==> src/rtl/div_pkg.sv <==
// Shared definitions for the sequential divider: state encoding, default width,
// and a two's complement negate helper.
package div_pkg;

  typedef enum logic [1:0] {
    S_IDLE = 2'd0,
    S_CALC = 2'd1,
    S_FIX  = 2'd2,
    S_DONE = 2'd3
  } div_state_e;

  localparam int DIV_WIDTH_DEFAULT = 4;

  // Operates on 32 bits; callers truncate to their operand width, which
  // keeps the low bits correct for any width up to 32.
  function automatic logic [31:0] neg(input logic [31:0] x);
    return ~x + 32'd1;
  endfunction

endpackage

==> src/rtl/div_step.sv <==
// One non-restoring iteration: shift {P,Q} left, then add or subtract D
// depending on the sign P had before the shift.
module div_step #(
  parameter int WIDTH = 4
) (
  input  logic [WIDTH:0]   i_p,
  input  logic [WIDTH-1:0] i_q,
  input  logic [WIDTH-1:0] i_d,
  output logic [WIDTH:0]   o_p,
  output logic [WIDTH-1:0] o_q
);

  logic [WIDTH:0] w_shift;
  logic [WIDTH:0] w_d_ext;
  logic [WIDTH:0] w_sum;

  assign w_shift = {i_p[WIDTH-1:0], i_q[WIDTH-1]};
  assign w_d_ext = {1'b0, i_d};
  assign w_sum   = i_p[WIDTH] ? (w_shift + w_d_ext) : (w_shift - w_d_ext);

  assign o_p = w_sum;
  assign o_q = {i_q[WIDTH-2:0], ~w_sum[WIDTH]};

endmodule

==> src/rtl/booth_divider.sv <==
// Sequential non-restoring divider, one quotient bit per clock.
// Define DIV_SIGNED_EN for two's complement operands; default build is unsigned.
module booth_divider
  import div_pkg::*;
#(
  parameter int WIDTH = DIV_WIDTH_DEFAULT
) (
  input  logic             Clk,
  input  logic             Reset,
  input  logic             Start,
  input  logic [WIDTH-1:0] Dividend,
  input  logic [WIDTH-1:0] Divisor,
  output logic             Busy,
  output logic             Done,
  output logic [WIDTH-1:0] Quotient,
  output logic [WIDTH-1:0] Remainder,
  output logic             Div_By_Zero
);

  localparam int CW = $clog2(WIDTH + 1);

  div_state_e       r_state;
  div_state_e       w_next;
  logic [WIDTH:0]   r_p;
  logic [WIDTH-1:0] r_q;
  logic [WIDTH-1:0] r_d;
  logic [CW-1:0]    r_cnt;
  logic [WIDTH-1:0] r_quot;
  logic [WIDTH-1:0] r_rem;
  logic             r_dbz;

  logic             w_div0;
  logic [WIDTH-1:0] w_mag_a;
  logic [WIDTH-1:0] w_mag_b;
  logic [WIDTH:0]   w_p_nxt;
  logic [WIDTH-1:0] w_q_nxt;
  logic [WIDTH-1:0] w_rem_mag;
  logic [WIDTH-1:0] w_quot_res;
  logic [WIDTH-1:0] w_rem_res;

  assign w_div0 = (Divisor == '0);

`ifdef DIV_SIGNED_EN
  logic r_sign_a;
  logic r_sign_b;

  // |most-negative| is 2^(WIDTH-1), which still fits as an unsigned magnitude.
  assign w_mag_a = Dividend[WIDTH-1] ? WIDTH'(neg(32'(Dividend))) : Dividend;
  assign w_mag_b = Divisor[WIDTH-1]  ? WIDTH'(neg(32'(Divisor)))  : Divisor;
  assign w_quot_res = (r_sign_a ^ r_sign_b) ? WIDTH'(neg(32'(r_q))) : r_q;
  assign w_rem_res  = r_sign_a ? WIDTH'(neg(32'(w_rem_mag))) : w_rem_mag;

  always_ff @(posedge Clk) begin
    if (Reset) begin
      r_sign_a <= 1'b0;
      r_sign_b <= 1'b0;
    end else if (r_state == S_IDLE && Start) begin
      r_sign_a <= Dividend[WIDTH-1];
      r_sign_b <= Divisor[WIDTH-1];
    end
  end
`else
  assign w_mag_a    = Dividend;
  assign w_mag_b    = Divisor;
  assign w_quot_res = r_q;
  assign w_rem_res  = w_rem_mag;
`endif

  div_step #(.WIDTH(WIDTH)) u_step (
    .i_p (r_p),
    .i_q (r_q),
    .i_d (r_d),
    .o_p (w_p_nxt),
    .o_q (w_q_nxt)
  );

  // Final restore: a negative partial remainder gets D added back once.
  assign w_rem_mag = r_p[WIDTH] ? (r_p[WIDTH-1:0] + r_d) : r_p[WIDTH-1:0];

  always_ff @(posedge Clk) begin
    if (Reset) r_state <= S_IDLE;
    else       r_state <= w_next;
  end

  always_comb begin
    w_next = r_state;
    case (r_state)
      S_IDLE: if (Start) w_next = w_div0 ? S_DONE : S_CALC;
      S_CALC: if (r_cnt == CW'(WIDTH - 1)) w_next = S_FIX;
      S_FIX:  w_next = S_DONE;
      S_DONE: w_next = S_IDLE;
      default: w_next = S_IDLE;
    endcase
  end

  always_ff @(posedge Clk) begin
    if (Reset) begin
      r_p    <= '0;
      r_q    <= '0;
      r_d    <= '0;
      r_cnt  <= '0;
      r_quot <= '0;
      r_rem  <= '0;
      r_dbz  <= 1'b0;
    end else begin
      case (r_state)
        S_IDLE: begin
          if (Start) begin
            r_p   <= '0;
            r_q   <= w_mag_a;
            r_d   <= w_mag_b;
            r_cnt <= '0;
            r_dbz <= w_div0;
            if (w_div0) begin
              r_quot <= '1;
              r_rem  <= Dividend;
            end
          end
        end
        S_CALC: begin
          r_p   <= w_p_nxt;
          r_q   <= w_q_nxt;
          r_cnt <= r_cnt + CW'(1);
        end
        S_FIX: begin
          r_quot <= w_quot_res;
          r_rem  <= w_rem_res;
        end
        default: ;
      endcase
    end
  end

  assign Busy        = (r_state != S_IDLE);
  assign Done        = (r_state == S_DONE);
  assign Quotient    = r_quot;
  assign Remainder   = r_rem;
  assign Div_By_Zero = r_dbz;

endmodule

==> config.mk <==
export PLATFORM = sky130hd
export DESIGN_NAME = booth_divider
export DESIGN_NICKNAME = d
export VERILOG_FILES = /design/src/rtl/div_pkg.sv /design/src/rtl/div_step.sv /design/src/rtl/booth_divider.sv
export SDC_FILE = /design/constraint.sdc
export NUM_CORES = 1
export LEC_CHECK = 0
export CELL_PAD_IN_SITES_DETAIL_PLACEMENT = 1
export CELL_PAD_IN_SITES_GLOBAL_PLACEMENT = 2
export CORE_UTILIZATION = 35
export CTS_BUF_LIST = sky130_fd_sc_hd__clkbuf_16
export CTS_CLUSTER_SIZE = 12
export DETAILED_ROUTE_END_ITERATION = 8
export PLACE_DENSITY_LB_ADDON = 0.1
export SLEW_MARGIN = 20
export SYNTH_ARGS = -nofsm -noshare
export SYNTH_HDL_FRONTEND = slang
export SYNTH_SLANG_ARGS = --single-unit
==> constraint.sdc <==
create_clock -name Clk -period 4.29 [get_ports Clk]
set_clock_uncertainty 0.15 [all_clocks]
set_input_delay 1.287 -clock Clk [delete_from_list [all_inputs] [get_ports Clk]]
set_output_delay 1.287 -clock Clk [all_outputs]
set_load 0.005 [all_outputs]
==> results_dict.tcl, run 1 <==
set metrics [dict create \
    dp_slack_ps 1010 \
    required_ps 2850 \
    fillers 523 \
    synth_flop_cell "dfxtp_1" \
    p_leak_nw 0.752 \
    hp-class "reg -> reg" \
    period_minus_slack_ps 3210 \
    hold_start "Div_By_Zero" \
    r2r_slack_ps 1720 \
    finalSetupViolations 0 \
    crit_start "r_state[0]" \
    diodes 0 \
    pwr-share-clk_pct 20.2 \
    insertion_delay_ps 270 \
    coreArea_um2 4380 \
    cts.sinks 27 \
    synthTopCellsByCount "dfxtp_1 (27), nor2_1 (27), a21oi_1 (18)" \
    max_freq_ghz 0.312 \
    finalWirelength_mm 4.08 \
    grtUsageTotal_pct 18.4 \
    synth_top_area_share_pct 33.5 \
    r2r_cells 10 \
    start_util_pct 36.8 \
    nets 233 \
    p_int_mw 0.659 \
    drtIter0Drc 54 \
    hold_depth 2 \
    seq_power_share_pct 33.1 \
    dr.pass1.iters 4 \
    grt_pass1_wl_mm 7.17 \
    synth_warnings 0 \
    fp.dieArea_um2 4880 \
    place.gp.congestion 0.711 \
    setup_tns_ps 0 \
    power.density_nw_per_um2 579 \
    synthCells 187 \
    cp-end-kind "primary output" \
    h-tree-depth 1 \
    drive_above_1_share_pct 7.32 \
    overflow 0 \
    rsz0062_at_grt "no" \
    cts_max_path_buffers 2 \
    cts.repair.resized 0 \
    ir_drop_mv 0.199 \
    synth_xor_area_share_pct 2.72 \
    floorplan.die.height_um 69.9 \
    routed_via_density 5.26 \
    dp.final_hpwl_mm 3.11 \
    syn_nets 214 \
    grt_pass1_vias 1446 \
    maxCapViolCount 0 \
    synth_top_family_by_area "simple AND/OR/NAND/NOR gates" \
    ioPinCount 22 \
    cts_root_buffer "clkbuf_16" \
    cp_max_fo 11 \
    setup_ws_ps 1080 \
    clkTransAtPathRegs_ps 80 \
    drc_errors 0 \
    tightest_slew_ps 916 \
    ant_nets 0 \
    max-slew-margin-rel_pct 38.8 \
    synthArstFlopShare_pct 0 \
    hold_buffers 0 \
    syn_avg_cell_area_um2 8.62 \
    gr-max-usage-layer "met2" \
    p_sw_share_pct 41.0 \
    synth-adder-area-share_pct 13.3 \
    grt_max_degree 25 \
    r2r-start "r_d[1]" \
    rows 24 \
    synth_simple_gate_area_share_pct 19.9 \
    grt_use_met2_pct 32.5 \
    critPathLaunchType "register" \
    synth_top_area_cell "dfxtp_1" \
    min_period_over_period_pct 74.8 \
    ys_ff_latch 27 \
    ys_top_cells_by_area "dfxtp_1 (34%), ha_1 (11%), nor2_1 (6.3%), a21oi_1 (5.6%), mux2i_1 (5.6%)" \
    grt_use_met3_pct 2.45 \
    dr_total_vias 1353 \
    die_x_um 69.9 \
    pwr-share-comb_pct 46.7 \
    crit_type "reg -> out" \
    syn-cell-area_um2 1610 \
    critPathArrivalTime_ps 1770 \
    ys_seq_area_share_pct 33.5 \
    tritoncts "built" \
    slew_violations 0 \
    synth.area.mux_share_pct 6.28 \
    status "complete, no violations" \
    cts_setup_buffers 0 \
    port-buffer-count 21 \
    avgRoutedWirePerCell_um 15.9 \
    dpl_cell_area_um2 1850 \
    antenna_found_initial 0 \
    power.net_switching_mw 0.458 \
    cts_inserted_buffers 3 \
    area_growth_pct 19.7 \
    synth-edff-count 0 \
    hold_violations 0 \
    yosysUniqueCellTypes 40 \
    synth_compound_area_share_pct 17.6 \
    gr-usage-met1_pct 23.6 \
    post-route-cell-area_um2 1930 \
]
[worst paths after layout]
path | to
max | Busy
min | Div_By_Zero
max reg2reg | r_q[0]
min reg2reg | Div_By_Zero
[cell usage in the layout (no fill, tap or decap), types with 2 or more instances in the layout]
| cell type | count |
|---|---|
| a211oi_1 | 4 |
| a21o_1 | 2 |
| a21oi_1 | 18 |
| a22oi_1 | 3 |
| a311oi_1 | 3 |
| a311oi_2 | 2 |
| clkbuf_16 | 3 |
| clkdlybuf4s50_1 | 21 |
| dfxtp_1 | 27 |
| fa_1 | 2 |
| ha_1 | 14 |
| inv_1 | 16 |
| mux2i_1 | 9 |
| nand2_1 | 12 |
| nand2b_1 | 5 |
| nand3_1 | 5 |
| nor2_1 | 27 |
| nor2_2 | 2 |
| nor3b_1 | 3 |
| o211ai_1 | 2 |
| o21ai_1 | 2 |
| xnor2_1 | 3 |
| xor2_1 | 2 |
[per-layer routing]
metal	wire length, µm	up-vias
met2	2070	13
met1	1910	657
li1	-	681
met3	81	2
met5	0	-
met4	26	0
[worst max-delay path, stage by stage (launching register included)]
cell,delay [ps]
dfxtp_1,380
inv_1,90
ha_1,340
inv_1,170
clkdlybuf4s50_1,520
[power by group through the flow]
stage | clock, mW | sequential, mW | combinational (mW)
5_1_grt | 0.241 | 0.383 | 0.588
3_3_place_gp | 0 | 0.373 | 0.499
4_1_cts | 0.231 | 0.372 | 0.528
3_5_place_dp | 0 | 0.377 | 0.525
2_1_floorplan | 0 | 0.356 | 0.383
6_report | 0.225 | 0.370 | 0.521
[logic make-up (layout without fill, tap and decap cells)]
family	count (synthesis)	after routing
compound gates	41	41
xor+xnor	5	5
fa+ha+maj	16	16
buf+inv	24	42
flops	27	27
mux	10	10
simple gates	64	64
[sequential cells by signal, summed over array words and instances (netlist names)]
signal	count
Quotient	4
Remainder	4
Div_By_Zero	1
r_d	4
r_cnt	3
r_state	2
r_q	4
r_p	5
[final cells by class]
cell class / count / area [µm²] / area share, %
clock inverters: 1 / 7.51 / 0.389
flip-flops and latches: 27 / 541 / 28.0
repair buffers: 22 / 218 / 11.3
multi-input cells: 136 / 965 / 50.0
well taps: 52 / 65.1 / 3.37
clock buffers: 3 / 75.1 / 3.89
inverters: 16 / 60.1 / 3.11
[per-stage QoR]
stage          cells  hold slack [ps]  util (%)  total power [mW]
6_report         257              321      44.0              1.12
4_1_cts          257              323      44.0              1.13
3_3_place_gp     253              297      42.2             0.873
5_1_grt          257              355      44.0              1.21
2_1_floorplan    187              303         -             0.739
3_5_place_dp     253              312      42.2             0.903
Power figures use the tool's default switching activity.
==> inputs of run 2 (changes only) <==
--- a/config.mk
+++ b/config.mk
@@ -7,7 +7,7 @@
 export LEC_CHECK = 0
 export CELL_PAD_IN_SITES_DETAIL_PLACEMENT = 1
 export CELL_PAD_IN_SITES_GLOBAL_PLACEMENT = 2
-export CORE_UTILIZATION = 35
+export CORE_UTILIZATION = 29
 export CTS_BUF_LIST = sky130_fd_sc_hd__clkbuf_16
 export CTS_CLUSTER_SIZE = 12
 export DETAILED_ROUTE_END_ITERATION = 8
==> constraint.sdc (replaced) <==
create_clock -name Clk -period 2.7 [get_ports Clk]
set_clock_uncertainty 0.15 [all_clocks]
set_input_delay 0.81 -clock Clk [delete_from_list [all_inputs] [get_ports Clk]]
set_output_delay 0.81 -clock Clk [all_outputs]
set_load 0.005 [all_outputs]
==> run 2 against run 1 <==
Final cell count grew 11%. Wire length grew 3.9%. Clock power grew 54%. Via count grew 2.5%. Core utilization shrank 5.4 points. Hold slack lost 2.6 ps. Flip-flop and latch count is the same.
==> results_dict.tcl, run 2 (same netlist as run 1, synthesis figures left out) <==
set metrics [dict create \
    drc_errors 0 \
    final_cell_mix "dfxtp_1 (27), nor2_1 (27), clkdlybuf4s50_1 (21)" \
    setup_ws_ps 153 \
    die_x_um 76.6 \
    largest_reg_flops 5 \
    dp_slack_ps -106 \
    drive_above_1_share_pct 11.6 \
    grtUsageTotal_pct 15.8 \
    area_growth_pct 25.6 \
    cts_inserted_buffers 3 \
    post-route-cell-area_um2 2030 \
    power.density_nw_per_um2 904 \
    max-slew-margin-rel_pct 61.2 \
    place.gp.congestion 0.690 \
    hold_buffers 0 \
    rsz0062_at_grt "no" \
    grt_max_degree 16 \
    status "complete, no violations" \
    hold_start "Div_By_Zero" \
    grt_pass1_wl_mm 7.36 \
    slew_violations 0 \
    drtIter0Drc 50 \
    cts_setup_buffers 0 \
    dp.final_hpwl_mm 3.35 \
    cts.sinks 27 \
    nets 243 \
    hold_violations 0 \
    ioPinCount 22 \
    h-tree-depth 1 \
    antenna_found_initial 0 \
    finalWirelength_mm 4.24 \
    r2r_cells 10 \
    maxCapViolCount 0 \
    grt_pass1_vias 1541 \
    finalSetupViolations 0 \
    r2r_slack_ps 240 \
    fillers 623 \
    setup_tns_ps 0 \
    hp-class "reg -> reg" \
    critPathLaunchType "register" \
    cts_root_buffer "clkbuf_16" \
    clkTransAtPathRegs_ps 70 \
    cp-endpoint "Busy" \
    cp-end-kind "primary output" \
    cts_max_path_buffers 2 \
    min_period_over_period_pct 94.3 \
    dpl_cell_area_um2 1950 \
    coreArea_um2 5240 \
    ir_drop_mv 0.318 \
    crit_start "r_state[0]" \
    cp_max_fo 4 \
    avgRoutedWirePerCell_um 14.9 \
    required_ps 1740 \
    diodes 0 \
    insertion_delay_ps 260 \
    overflow 0 \
    port-buffer-count 21 \
    period_minus_slack_ps 2550 \
    r2r_end "r_q[0]" \
    critPathArrivalTime_ps 1590 \
    r2r-start "r_d[1]" \
    fp.dieArea_um2 5860 \
    dr.pass1.iters 4 \
    start_util_pct 30.8 \
    routed_via_density 4.87 \
    rows 26 \
    tightest_slew_ps 582 \
    p_leak_nw 0.805 \
    tritoncts "built" \
    crit_type "reg -> out" \
    largest-register "r_p" \
    dr_total_vias 1387 \
    floorplan.die.height_um 76.6 \
    max_freq_ghz 0.393 \
    ant_nets 0 \
    cts.repair.resized 0 \
]
-- run 2: cell count changes in the layout (fill, tap and decap cells not counted) --
cell,previous run,this run
buf_4,1,11
clkinv_2,0,1
clkinvlp_4,1,0
-- run 2: routing by layer --
layer | up-vias | track usage (%) | part of all wire [%]
met5 | - | 0 | 0
met2 | 14 | 28.7 | 50
met1 | 663 | 19.0 | 47
met3 | 6 | 2.63 | 2.0
li1 | 704 | - | -
met4 | 0 | 4.42 | 1.4
-- run 2: metrics by stage --
step                      total power, mW  std cells  utilization [%]  hold WS (ps)
after floorplan                      1.17        187                -           303
after global placement               1.47        281             37.1           300
after detailed placement             1.51        281             37.1           308
after CTS                            1.86        285             38.7           318
after global routing                 1.99        285             38.7           355
final                                1.83        285             38.7           318
-- run 2: worst max-delay path, stage by stage, from the launching register on --
cell             delay (ps)
dfxtp_1                 390
inv_1                    90
ha_1                    220
inv_1                   120
clkdlybuf4s50_1         520
-- run 2: worst min-delay path by stage --
stage / endpoint / depth (start not counted)
floorplan: Div_By_Zero / 2
CTS: Div_By_Zero / 2
global route: Div_By_Zero / 2
finish: Div_By_Zero / 2
detailed placement: Div_By_Zero / 2
global placement: Div_By_Zero / 2
-- run 2: layout make-up --
cell class	count	area [µm²]	share of cell area, %
Clock buffer	3	75.1	3.71
Clock inverter	1	5.00	0.247
Inverter	16	60.1	2.96
Multi-Input combinational cell	136	965	47.6
Sequential cell	27	541	26.7
Tap cell	70	87.6	4.32
Timing Repair Buffer	32	293	14.5
-- run 2: report_power, final --
part / internal (mW) / switching, mW
Clock: 0.200 / 0.146
Combinational: 0.403 / 0.502
Sequential: 0.493 / 0.0866
==> inputs of run 3 (changes only) <==
--- a/config.mk
+++ b/config.mk
@@ -12,6 +12,7 @@
 export CTS_CLUSTER_SIZE = 12
 export DETAILED_ROUTE_END_ITERATION = 8
 export PLACE_DENSITY_LB_ADDON = 0.1
+export SKIP_CTS_REPAIR_TIMING = 1
 export SLEW_MARGIN = 20
 export SYNTH_ARGS = -nofsm -noshare
 export SYNTH_HDL_FRONTEND = slang
==> constraint.sdc (replaced) <==
create_clock -name Clk -period 2.7 [get_ports Clk]
set_clock_uncertainty 0.15 [all_clocks]
set_input_delay 0.81 -clock Clk [delete_from_list [all_inputs] [get_ports Clk]]
set_output_delay 0.81 -clock Clk [all_outputs]
set_load 0.02 [all_outputs]
==> run 3 against run 2 <==
Combinational power is 4.4% higher. Final cell count stayed put. Count of clock-buffer cells in the layout stayed put. Hold slack hardly changed. First-iteration DRC count is 10% higher. Clock power hardly changed. Non-clock buffer count stayed put. Wire length is 0.26% higher. Register-to-register slack hardly changed. Largest cell class unchanged. Largest power group unchanged.
==> results_dict.tcl, run 3 (same netlist as run 1, synthesis figures left out) <==
set metrics [dict create \
    overflow 0 \
    r2r_end "r_q[0]" \
    fillers 623 \
    cp-end-kind "register" \
    coreArea_um2 5240 \
    max-slew-margin-rel_pct 61.2 \
    finalWirelength_mm 4.25 \
    min_period_over_period_pct 93.3 \
    crit_start "Divisor[2]" \
    slew_violations 0 \
    h-tree-depth 1 \
    insertion_delay_ps 260 \
    drive_above_1_share_pct 11.6 \
    largest_reg_flops 5 \
    grt_pass1_vias 1541 \
    r2r-start "r_d[1]" \
    hp-class "reg -> reg" \
    cp_max_fo 12 \
    wl_met3_um 86 \
    min_to "Div_By_Zero" \
    status "complete, no violations" \
    critPathArrivalTime_ps 2540 \
    finalSetupViolations 0 \
    die_x_um 76.6 \
    final_cell_mix "dfxtp_1 (27), nor2_1 (27), clkdlybuf4s50_1 (20)" \
    nets 243 \
    largest-register "r_p" \
    period_minus_slack_ps 2520 \
    cts_root_buffer "clkbuf_16" \
    power.total_mw 1.87 \
    hold_start "Div_By_Zero" \
    floorplan.die.height_um 76.6 \
    cts.sinks 27 \
    critPathLaunchType "input pin" \
    clkTransAtPathRegs_ps 70 \
    tritoncts "built" \
    grt_max_degree 16 \
    wl_met1_mm 1.97 \
    diodes 0 \
    ir_drop_mv 0.321 \
    fp.dieArea_um2 5860 \
    dr.pass1.iters 4 \
    crit_type "in -> reg" \
    dr_total_vias 1393 \
    port-buffer-count 21 \
    area_growth_pct 25.8 \
    antenna_found_initial 0 \
    grtUsageTotal_pct 15.8 \
    cts_max_path_buffers 2 \
    rsz0062_at_grt "no" \
    top_layer_used "met4" \
    avgRoutedWirePerCell_um 14.9 \
    required_ps 2720 \
    dpl_cell_area_um2 1950 \
    start_util_pct 30.8 \
    maxCapViolCount 0 \
    hold_depth 2 \
    dp.final_hpwl_mm 3.35 \
    drtIter0Drc 55 \
    p_leak_nw 0.817 \
    wl_met2_mm 2.14 \
    post-route-cell-area_um2 2030 \
    cts_inserted_buffers 3 \
    routed_via_density 4.89 \
    power.density_nw_per_um2 922 \
    whs_ps 318 \
    drc_errors 0 \
    tightest_slew_ps 582 \
    ioPinCount 22 \
    max_freq_ghz 0.397 \
    grt_pass1_wl_mm 7.36 \
    place.gp.congestion 0.690 \
    hold_violations 0 \
    r2r_slack_ps 240 \
    ant_nets 0 \
    r2r_cells 10 \
    rows 26 \
]
-- run 3: cell types whose count changed in the layout (fill, tap and decap cells not counted) --
cell,delta
clkdlybuf4s50_1,-1
dlymetal6s2s_1,+1
-- run 3: area by class of cell --
| cell class | count | area (µm²) | area share [%] |
|---|---|---|---|
| Multi-Input combinational cell | 136 | 965 | 47.6 |
| Sequential cell | 27 | 541 | 26.7 |
| Timing Repair Buffer | 32 | 295 | 14.6 |
| Tap cell | 70 | 87.6 | 4.32 |
| Clock buffer | 3 | 75.1 | 3.70 |
| Inverter | 16 | 60.1 | 2.96 |
| Clock inverter | 1 | 5.00 | 0.247 |
-- run 3: worst max path at each step --
stage / endpoint / slack, ps / cells past startpoint
6_report: Quotient[3] / 180 / 6
4_1_cts: Busy / 40 / 4
2_1_floorplan: Remainder[0] / 420 / 6
3_5_place_dp: Quotient[3] / -110 / 6
5_1_grt: r_q[0] / 50 / 10
3_3_place_gp: Remainder[2] / -20 / 6
-- run 3: metal layers --
metal | track usage [%] | vias up
met1 | 19.0 | 669
met3 | 2.63 | 6
li1 | - | 704
met5 | 0 | -
met4 | 4.42 | 0
met2 | 28.7 | 14
-- run 3: through the flow --
stage	worst slack, ps	std cells	utilization [%]	TNS [ps]
global placement	-22.3	281	37.1	-45.1
floorplan	424	187	-	0
CTS	40.5	285	38.7	0
detailed placement	-106	281	37.1	-482
global route	52.9	285	38.7	0
finish	180	285	38.7	0
-- run 3: report_power, final --
part | switching, mW | total (mW) | internal [mW] | leakage, nW
Combinational | 0.544 | 0.945 | 0.402 | 0.556
Clock | 0.146 | 0.346 | 0.200 | 0.0409
Sequential | 0.0863 | 0.579 | 0.493 | 0.220
Total | 0.776 | 1.87 | 1.09 | 0.817
-- run 3: critical path, stage by stage --
cell and delay [ps]:
clkdlybuf4s50_1 430, or4_4 550, or2_4 270, nand2_4 160, nor2_1 60, a311oi_1 250
